[config.mk]
export PLATFORM = sky130hd
export DESIGN_NAME = uart_rx_deser_flat
export DESIGN_NICKNAME = d
export VERILOG_FILES = /design/src/rtl/uart_pkg.sv /design/src/rtl/uart_rx_deser_if.sv /design/src/rtl/sync_fifo.sv /design/src/rtl/uart_rx_deser.sv /design/src/flat_wrapper.sv
export SDC_FILE = /design/constraint.sdc
export NUM_CORES = 1
export LEC_CHECK = 0
export ABC_AREA = 1
export BUFFER_PORTS_ARGS = -buffer_cell sky130_fd_sc_hd__buf_2
export CORE_MARGIN = 10
export CORE_UTILIZATION = 32
export CTS_CLUSTER_SIZE = 16
export DETAILED_ROUTE_END_ITERATION = 6
export PLACE_DENSITY_LB_ADDON = 0.3
export SYNTH_ARGS = -nofsm -noshare
export SYNTH_HDL_FRONTEND = slang
export SYNTH_HIERARCHICAL = 1
export SYNTH_SLANG_ARGS = --single-unit
[constraint.sdc]
create_clock -name CLK -period 5.25 [get_ports CLK]
set_clock_uncertainty 0.2 [all_clocks]
set_input_delay 1.575 -clock CLK [delete_from_list [all_inputs] [get_ports CLK]]
set_output_delay 1.575 -clock CLK [all_outputs]
set_load 0.05 [all_outputs]
[src/rtl/uart_pkg.sv]
`default_nettype none
// ---------------------------------------------------------------------------
// | Module   : uart_pkg                                                      |
// | Purpose  : Shared types and helpers for the UART receive/transmit path    |
// | Revision : 1.0  initial release                                          |
// ---------------------------------------------------------------------------
package uart_pkg;

  typedef enum logic [2:0] {
    IDLE      = 3'd0,
    START     = 3'd1,
    DATA      = 3'd2,
    STOP      = 3'd3,
    WAIT_IDLE = 3'd4
  } rx_state_t;

  localparam logic UART_IDLE_LEVEL = 1'b1;

  // Core clocks per serial bit (integer division).
  function automatic int clks_per_bit(input int freq, input int baud);
    return freq / baud;
  endfunction

endpackage
`default_nettype wire

[src/rtl/uart_rx_deser_if.sv]
`default_nettype none
// ---------------------------------------------------------------------------
// | Module   : uart_rx_deser_if                                              |
// | Purpose  : Valid/ready byte stream from the receiver to the consumer      |
// | Revision : 1.0  initial release                                          |
// ---------------------------------------------------------------------------
interface uart_rx_deser_if #(
  parameter int DATA_BITS = 8
);
  logic [DATA_BITS-1:0] RX_DATA;
  logic                 RX_VALID;
  logic                 RX_READY;

  modport master (output RX_DATA, output RX_VALID, input RX_READY);
  modport slave  (input RX_DATA, input RX_VALID, output RX_READY);
endinterface
`default_nettype wire

[src/rtl/sync_fifo.sv]
`default_nettype none
// ---------------------------------------------------------------------------
// | Module   : sync_fifo                                                     |
// | Purpose  : Single-clock FIFO, extra-bit pointers, combinational head      |
// | Revision : 1.0  initial release                                          |
// ---------------------------------------------------------------------------
module sync_fifo #(
  parameter int WIDTH = 8,
  parameter int DEPTH = 16
) (
  input  wire logic                     clk,
  input  wire logic                     rst,
  input  wire logic                     push,
  input  wire logic [WIDTH-1:0]         push_data,
  input  wire logic                     pop,
  output logic      [WIDTH-1:0]         head,
  output logic                          empty,
  output logic      [$clog2(DEPTH):0]   count,
  output logic                          overflow
);
  localparam int             AW       = $clog2(DEPTH);
  localparam logic [AW:0]    FULL_CNT = DEPTH[AW:0];

  logic [WIDTH-1:0] mem [DEPTH];
  logic [AW:0]      wr_ptr;
  logic [AW:0]      rd_ptr;
  logic             full;
  logic             do_pop;
  logic             do_push;

  assign count    = wr_ptr - rd_ptr;
  assign empty    = (count == '0);
  assign full     = (count == FULL_CNT);
  assign do_pop   = pop & ~empty;
  // When full, a same-cycle pop frees the slot being written (wr == rd slot).
  assign do_push  = push & (~full | do_pop);
  assign overflow = push & ~do_push;
  // Head is forced to zero while empty so it is stable and reset-clean.
  assign head     = empty ? '0 : mem[rd_ptr[AW-1:0]];

  // Storage write; contents need no reset because empty gates the head.
  always_ff @(posedge clk) begin
    if (do_push) begin
      mem[wr_ptr[AW-1:0]] <= push_data;
    end
  end

  // Pointer update.
  always_ff @(posedge clk) begin
    if (rst) begin
      wr_ptr <= '0;
      rd_ptr <= '0;
    end else begin
      if (do_push) wr_ptr <= wr_ptr + 1'b1;
      if (do_pop)  rd_ptr <= rd_ptr + 1'b1;
    end
  end
endmodule
`default_nettype wire

[src/rtl/uart_rx_deser.sv]
`default_nettype none
// ---------------------------------------------------------------------------
// | Module   : uart_rx_deser                                                 |
// | Purpose  : 8N1-style UART receiver with receive FIFO and sticky errors    |
// | Revision : 1.0  initial release                                          |
// ---------------------------------------------------------------------------
module uart_rx_deser
  import uart_pkg::*;
#(
  parameter int CLOCK_FREQUENCY = 500_000_000,
  parameter int BAUD_RATE       = 115_200,
  parameter int DATA_BITS       = 8,
  parameter int FIFO_DEPTH      = 16
) (
  input  wire logic                          CLK,
  input  wire logic                          RST,
  input  wire logic                          UART_RX_DSER,
  input  wire logic                          CLR_ERR,
  uart_rx_deser_if.master                    rx,
  output logic                               FRAME_ERR,
  output logic                               OVERRUN,
  output logic [$clog2(FIFO_DEPTH):0]        FIFO_COUNT
);
  localparam int CPB   = clks_per_bit(CLOCK_FREQUENCY, BAUD_RATE);
  localparam int HALF  = CPB / 2;
  localparam int CNT_W = $clog2(CPB);
  localparam int BIT_W = $clog2(DATA_BITS);

  generate
    if (CPB < 4) begin : g_cpb_check
      $error("uart_rx_deser: clocks per bit below 4");
    end
  endgenerate

  logic                 sync1, sync2, sync_d;
  logic                 fall;
  rx_state_t            state, state_next;
  logic [CNT_W-1:0]     cnt, cnt_next;
  logic [BIT_W-1:0]     bit_idx, bit_next;
  logic [DATA_BITS-1:0] shift, shift_next;
  logic                 push;
  logic                 frame_evt;
  logic                 overflow_evt;
  logic                 fifo_empty;

  // Two-flop synchronizer plus one delayed copy for falling-edge detection.
  always_ff @(posedge CLK) begin
    if (RST) begin
      sync1  <= UART_IDLE_LEVEL;
      sync2  <= UART_IDLE_LEVEL;
      sync_d <= UART_IDLE_LEVEL;
    end else begin
      sync1  <= UART_RX_DSER;
      sync2  <= sync1;
      sync_d <= sync2;
    end
  end

  assign fall = sync_d & ~sync2;

  // Frame state, bit timing counter, bit index and shift register.
  always_ff @(posedge CLK) begin
    if (RST) begin
      state   <= IDLE;
      cnt     <= '0;
      bit_idx <= '0;
      shift   <= '0;
    end else begin
      state   <= state_next;
      cnt     <= cnt_next;
      bit_idx <= bit_next;
      shift   <= shift_next;
    end
  end

  // Next-state logic: start is checked at half a bit, data/stop at full bits.
  always_comb begin
    state_next = state;
    cnt_next   = cnt;
    bit_next   = bit_idx;
    shift_next = shift;
    push       = 1'b0;
    frame_evt  = 1'b0;
    case (state)
      IDLE: begin
        if (fall) begin
          state_next = START;
          cnt_next   = '0;
        end
      end
      START: begin
        if (cnt == CNT_W'(HALF - 1)) begin
          cnt_next   = '0;
          bit_next   = '0;
          state_next = sync2 ? IDLE : DATA;
        end else begin
          cnt_next = cnt + 1'b1;
        end
      end
      DATA: begin
        if (cnt == CNT_W'(CPB - 1)) begin
          cnt_next   = '0;
          shift_next = {sync2, shift[DATA_BITS-1:1]};
          if (bit_idx == BIT_W'(DATA_BITS - 1)) begin
            bit_next   = '0;
            state_next = STOP;
          end else begin
            bit_next = bit_idx + 1'b1;
          end
        end else begin
          cnt_next = cnt + 1'b1;
        end
      end
      STOP: begin
        if (cnt == CNT_W'(CPB - 1)) begin
          cnt_next = '0;
          if (sync2) begin
            push       = 1'b1;
            state_next = IDLE;
          end else begin
            frame_evt  = 1'b1;
            state_next = WAIT_IDLE;
          end
        end else begin
          cnt_next = cnt + 1'b1;
        end
      end
      WAIT_IDLE: begin
        // Break holds here so a long low line reports only one error.
        if (sync2) state_next = IDLE;
      end
      default: state_next = IDLE;
    endcase
  end

  // Sticky error flags; a new event beats a same-cycle clear.
  always_ff @(posedge CLK) begin
    if (RST) begin
      FRAME_ERR <= 1'b0;
      OVERRUN   <= 1'b0;
    end else begin
      if (frame_evt)         FRAME_ERR <= 1'b1;
      else if (CLR_ERR)      FRAME_ERR <= 1'b0;
      if (overflow_evt)      OVERRUN   <= 1'b1;
      else if (CLR_ERR)      OVERRUN   <= 1'b0;
    end
  end

  sync_fifo #(
    .WIDTH (DATA_BITS),
    .DEPTH (FIFO_DEPTH)
  ) u_fifo (
    .clk       (CLK),
    .rst       (RST),
    .push      (push),
    .push_data (shift),
    .pop       (rx.RX_READY),
    .head      (rx.RX_DATA),
    .empty     (fifo_empty),
    .count     (FIFO_COUNT),
    .overflow  (overflow_evt)
  );

  assign rx.RX_VALID = ~fifo_empty;
endmodule
`default_nettype wire

[src/flat_wrapper.sv]
// flat-port wrapper written by rule: the top's interface ports become plain ports
module uart_rx_deser_flat import uart_pkg::*;
#(
  parameter int CLOCK_FREQUENCY = 500_000_000,
  parameter int BAUD_RATE       = 115_200,
  parameter int DATA_BITS       = 8,
  parameter int FIFO_DEPTH      = 16
)
  (CLK, RST, UART_RX_DSER, CLR_ERR, FRAME_ERR, OVERRUN, FIFO_COUNT, rx_RX_DATA, rx_RX_VALID, rx_RX_READY);
  uart_rx_deser_if #(.DATA_BITS(DATA_BITS)) rx_i ();
  input  wire logic CLK;
  input  wire logic RST;
  input  wire logic UART_RX_DSER;
  input  wire logic CLR_ERR;
  output logic FRAME_ERR;
  output logic OVERRUN;
  output logic [$clog2(FIFO_DEPTH):0] FIFO_COUNT;
  output wire logic [$bits(rx_i.RX_DATA)-1:0] rx_RX_DATA;
  output wire logic [$bits(rx_i.RX_VALID)-1:0] rx_RX_VALID;
  input wire logic [$bits(rx_i.RX_READY)-1:0] rx_RX_READY;
  assign rx_RX_DATA = rx_i.RX_DATA;
  assign rx_RX_VALID = rx_i.RX_VALID;
  assign rx_i.RX_READY = rx_RX_READY;
  uart_rx_deser #(.CLOCK_FREQUENCY(CLOCK_FREQUENCY), .BAUD_RATE(BAUD_RATE), .DATA_BITS(DATA_BITS), .FIFO_DEPTH(FIFO_DEPTH)) u_core (.CLK(CLK), .RST(RST), .UART_RX_DSER(UART_RX_DSER), .CLR_ERR(CLR_ERR), .rx(rx_i), .FRAME_ERR(FRAME_ERR), .OVERRUN(OVERRUN), .FIFO_COUNT(FIFO_COUNT));
endmodule
==> results.cfg <==
[cts]
clk_latency_ns = 0.43
numCtsBuffers = 17
h-tree-depth = 4
cts_root_buf = clkbuf_16
hold_buffers = 0
cts_sinks = 174
clk_pin_slew_worst_paths_ns = 0.07
cts_resized = 0
postCtsSetupRepairBufs = 0
cts_tree = done
cts_buffer_depth = 2

[logic_synthesis]
ys_top_cells_by_area = edfxtp_1 50%, dfxtp_1 12%, nand2_1 9.2%
yosysWarnings = 6
netlist.area_leader.share = 0.498
synth_fp_nets = 804
synth.ff_latch_count = 174
yosysSeqAreaShare = 0.617
synth_ff_type = edfxtp_1
synth_cells = 785
synth_edf_count = 128
synth.most_common_cell = nand2_1
synthTopCellsByCount = 190 x nand2_1, 128 x edfxtp_1, 97 x nor2_1, 74 x nand3_1, 58 x a21oi_1
yosysUniqueCellTypes = 38
yosys.area.top_type = edfxtp_1
synth_area_sq_um = 7720
syn_area_per_cell_sq_um = 9.84
async_reset_ff_frac = 0

[critical_path]
cp-start-kind = flip-flop
cp-end-kind = output port
worstPathArrival_ns = 2.82
worstPathMaxFanout = 6
worstSetupPathType = reg2out
required_ns = 3.48
startpoint = u_core/u_fifo/wr_ptr[0]
reg2reg_from = u_core/u_fifo/wr_ptr[0]

[global_route]
grt_pass1_wl_mm = 28.2
grt_max_degree = 65
grt_antenna_before_repair = 0
grt-ovfl-total = 0
grt_pass1_vias = 5228
grt_usage = 0.117

[hold_path]
min_from = u_core/sync1
min_path_type = reg2reg

[die]
boundaryPins = 21
start_util = 0.327
die_height_um = 175
design.core.area_sq_um = 23600
dieArea_sq_um = 30700
die-width_um = 175
num_rows = 56

[power]
power_mw = 2.99
peakVddDrop_mv = 0.211
p_leak_nw = 3.47
power_density_nw_per_um2 = 342

[sta]
tns_ns = 0
setup_slack_ns = 0.653
period_share = 0.876
tightest_slew_ns = 0.897
maxSlewViolCount = 0
relSlewSlack = 0.401
rsz0062_at_grt = no
period_needed_ns = 4.60
fmax_mhz = 218
setup_violations = 0
finalHoldViolCount = 0
fin_hold_ws_ns = 0.209

[final_layout]
drive_above_1_share = 0.117
nNetsFinal = 824
synthToLayoutAreaGrowth_pct = 13.3
diodes = 0
stdcell_area_sq_um = 8750
regArea_sq_um = 4770
multi_input_area_sq_um = 2630
fillers = 2383

[placement]
io_buffers = 20
pre_cts_slack_ns = 1.10
place_area_sq_um = 8160
place.gp.congestion = 0.852
dp_hpwl_mm = 11.3

[route]
drt.antenna.violating_nets = 0
top_layer = met4
vias = 5393
routed-wl-met2_mm = 7.80
wire_per_inst_um = 15.5
drt_iter0_drc = 365
drt_wl_total_mm = 17.6
wl_met3_um = 941
firstDrtPassIters = 5
drc = 0
drt-vias-per-instance = 4.74
met1_length_mm = 8.66

[run_status]
status = completed

[run]
drv_cap = 0
==> worst paths after layout <==
| check | to | slack (ns) | cells after the start |
|---|---|---|---|
| min | u_core/sync2 | 0.21 | 1 |
| max | rx_RX_DATA[7] | 0.65 | 11 |
| min reg2reg | u_core/sync2 | 0.21 | 1 |
| max reg2reg | u_core/u_fifo/mem[9][7] | 2.11 | 12 |
==> state kept, by name, summed over array words and instances, names as in the netlist, named ones only <==
name / count
u_core/u_fifo/mem: 128
u_core/sync1: 1
u_core/shift: 8
u_core/u_fifo/rd_ptr: 5
u_core/u_fifo/wr_ptr: 5
u_core/sync_d: 1
u_core/OVERRUN: 1
u_core/state: 3
u_core/cnt: 13
u_core/bit_idx: 3
u_core/sync2: 1
u_core/FRAME_ERR: 1
==> routing by layer <==
metal / vias up / global-route usage
met3: 16 / 0.0313
li1: 2711 / -
met5: - / 0
met1: 2564 / 0.158
met4: 0 / 0.0367
met2: 102 / 0.178
==> kinds of logic (layout without fill, tap and decap cells) <==
kind of cell,after synthesis,count (layout),share of synthesized area
and+or+nand+nor,398,398,0.227
DFF,174,174,0.617
AOI/OAI and AO/OA,110,110,0.0787
buffers and inverters,80,113,0.0431
adders and majority gates,14,14,0.0237
xor gates and xnor gates,9,9,0.0102
==> cell usage in the layout (no fill, tap or decap), types with 6 or more instances in the layout <==
master and n:
dfxtp_1 45, a21oi_1 58, inv_1 46, a22oi_1 13, edfxtp_1 128, clkbuf_16 17, buf_2 20, nand2_1 190
nand3_1 74, ha_1 13, o21ai_0 30, nor2_1 97, buf_4 7, nand2_4 6, xor2_1 8, nand2_2 6
==> layout make-up <==
type,instances,share of cell area
inverters,54,0.0243
flip-flops and latches,174,0.545
clock inverters,14,0.0186
multi-input cells,531,0.300
clock buffers,18,0.0491
well taps,319,0.0456
repair buffers,27,0.0175
==> stage by stage <==
step,instances,util
final,1137,0.370
after global routing,1137,0.370
after CTS,1137,0.370
after detailed placement,1105,0.345
after global placement,1105,0.345
after floorplan,785,-
==> critical path, stage by stage, from the launching register on <==
cell,delay [ns]
dfxtp_1,0.42
inv_1,0.11
ha_1,0.20
inv_1,0.09
fa_1,0.44
nor2_1,0.14
nand2b_2,0.09
inv_1,0.06
nand2_1,0.04
nor2_1,0.46
nor2_1,0.11
buf_2,0.23
==> where the power goes <==
part	total (mW)	internal, mW	switching (mW)
clock network	1.25	0.645	0.600
logic	0.249	0.0815	0.167
registers	1.50	1.48	0.0231
Power figures use the tool's default switching activity.
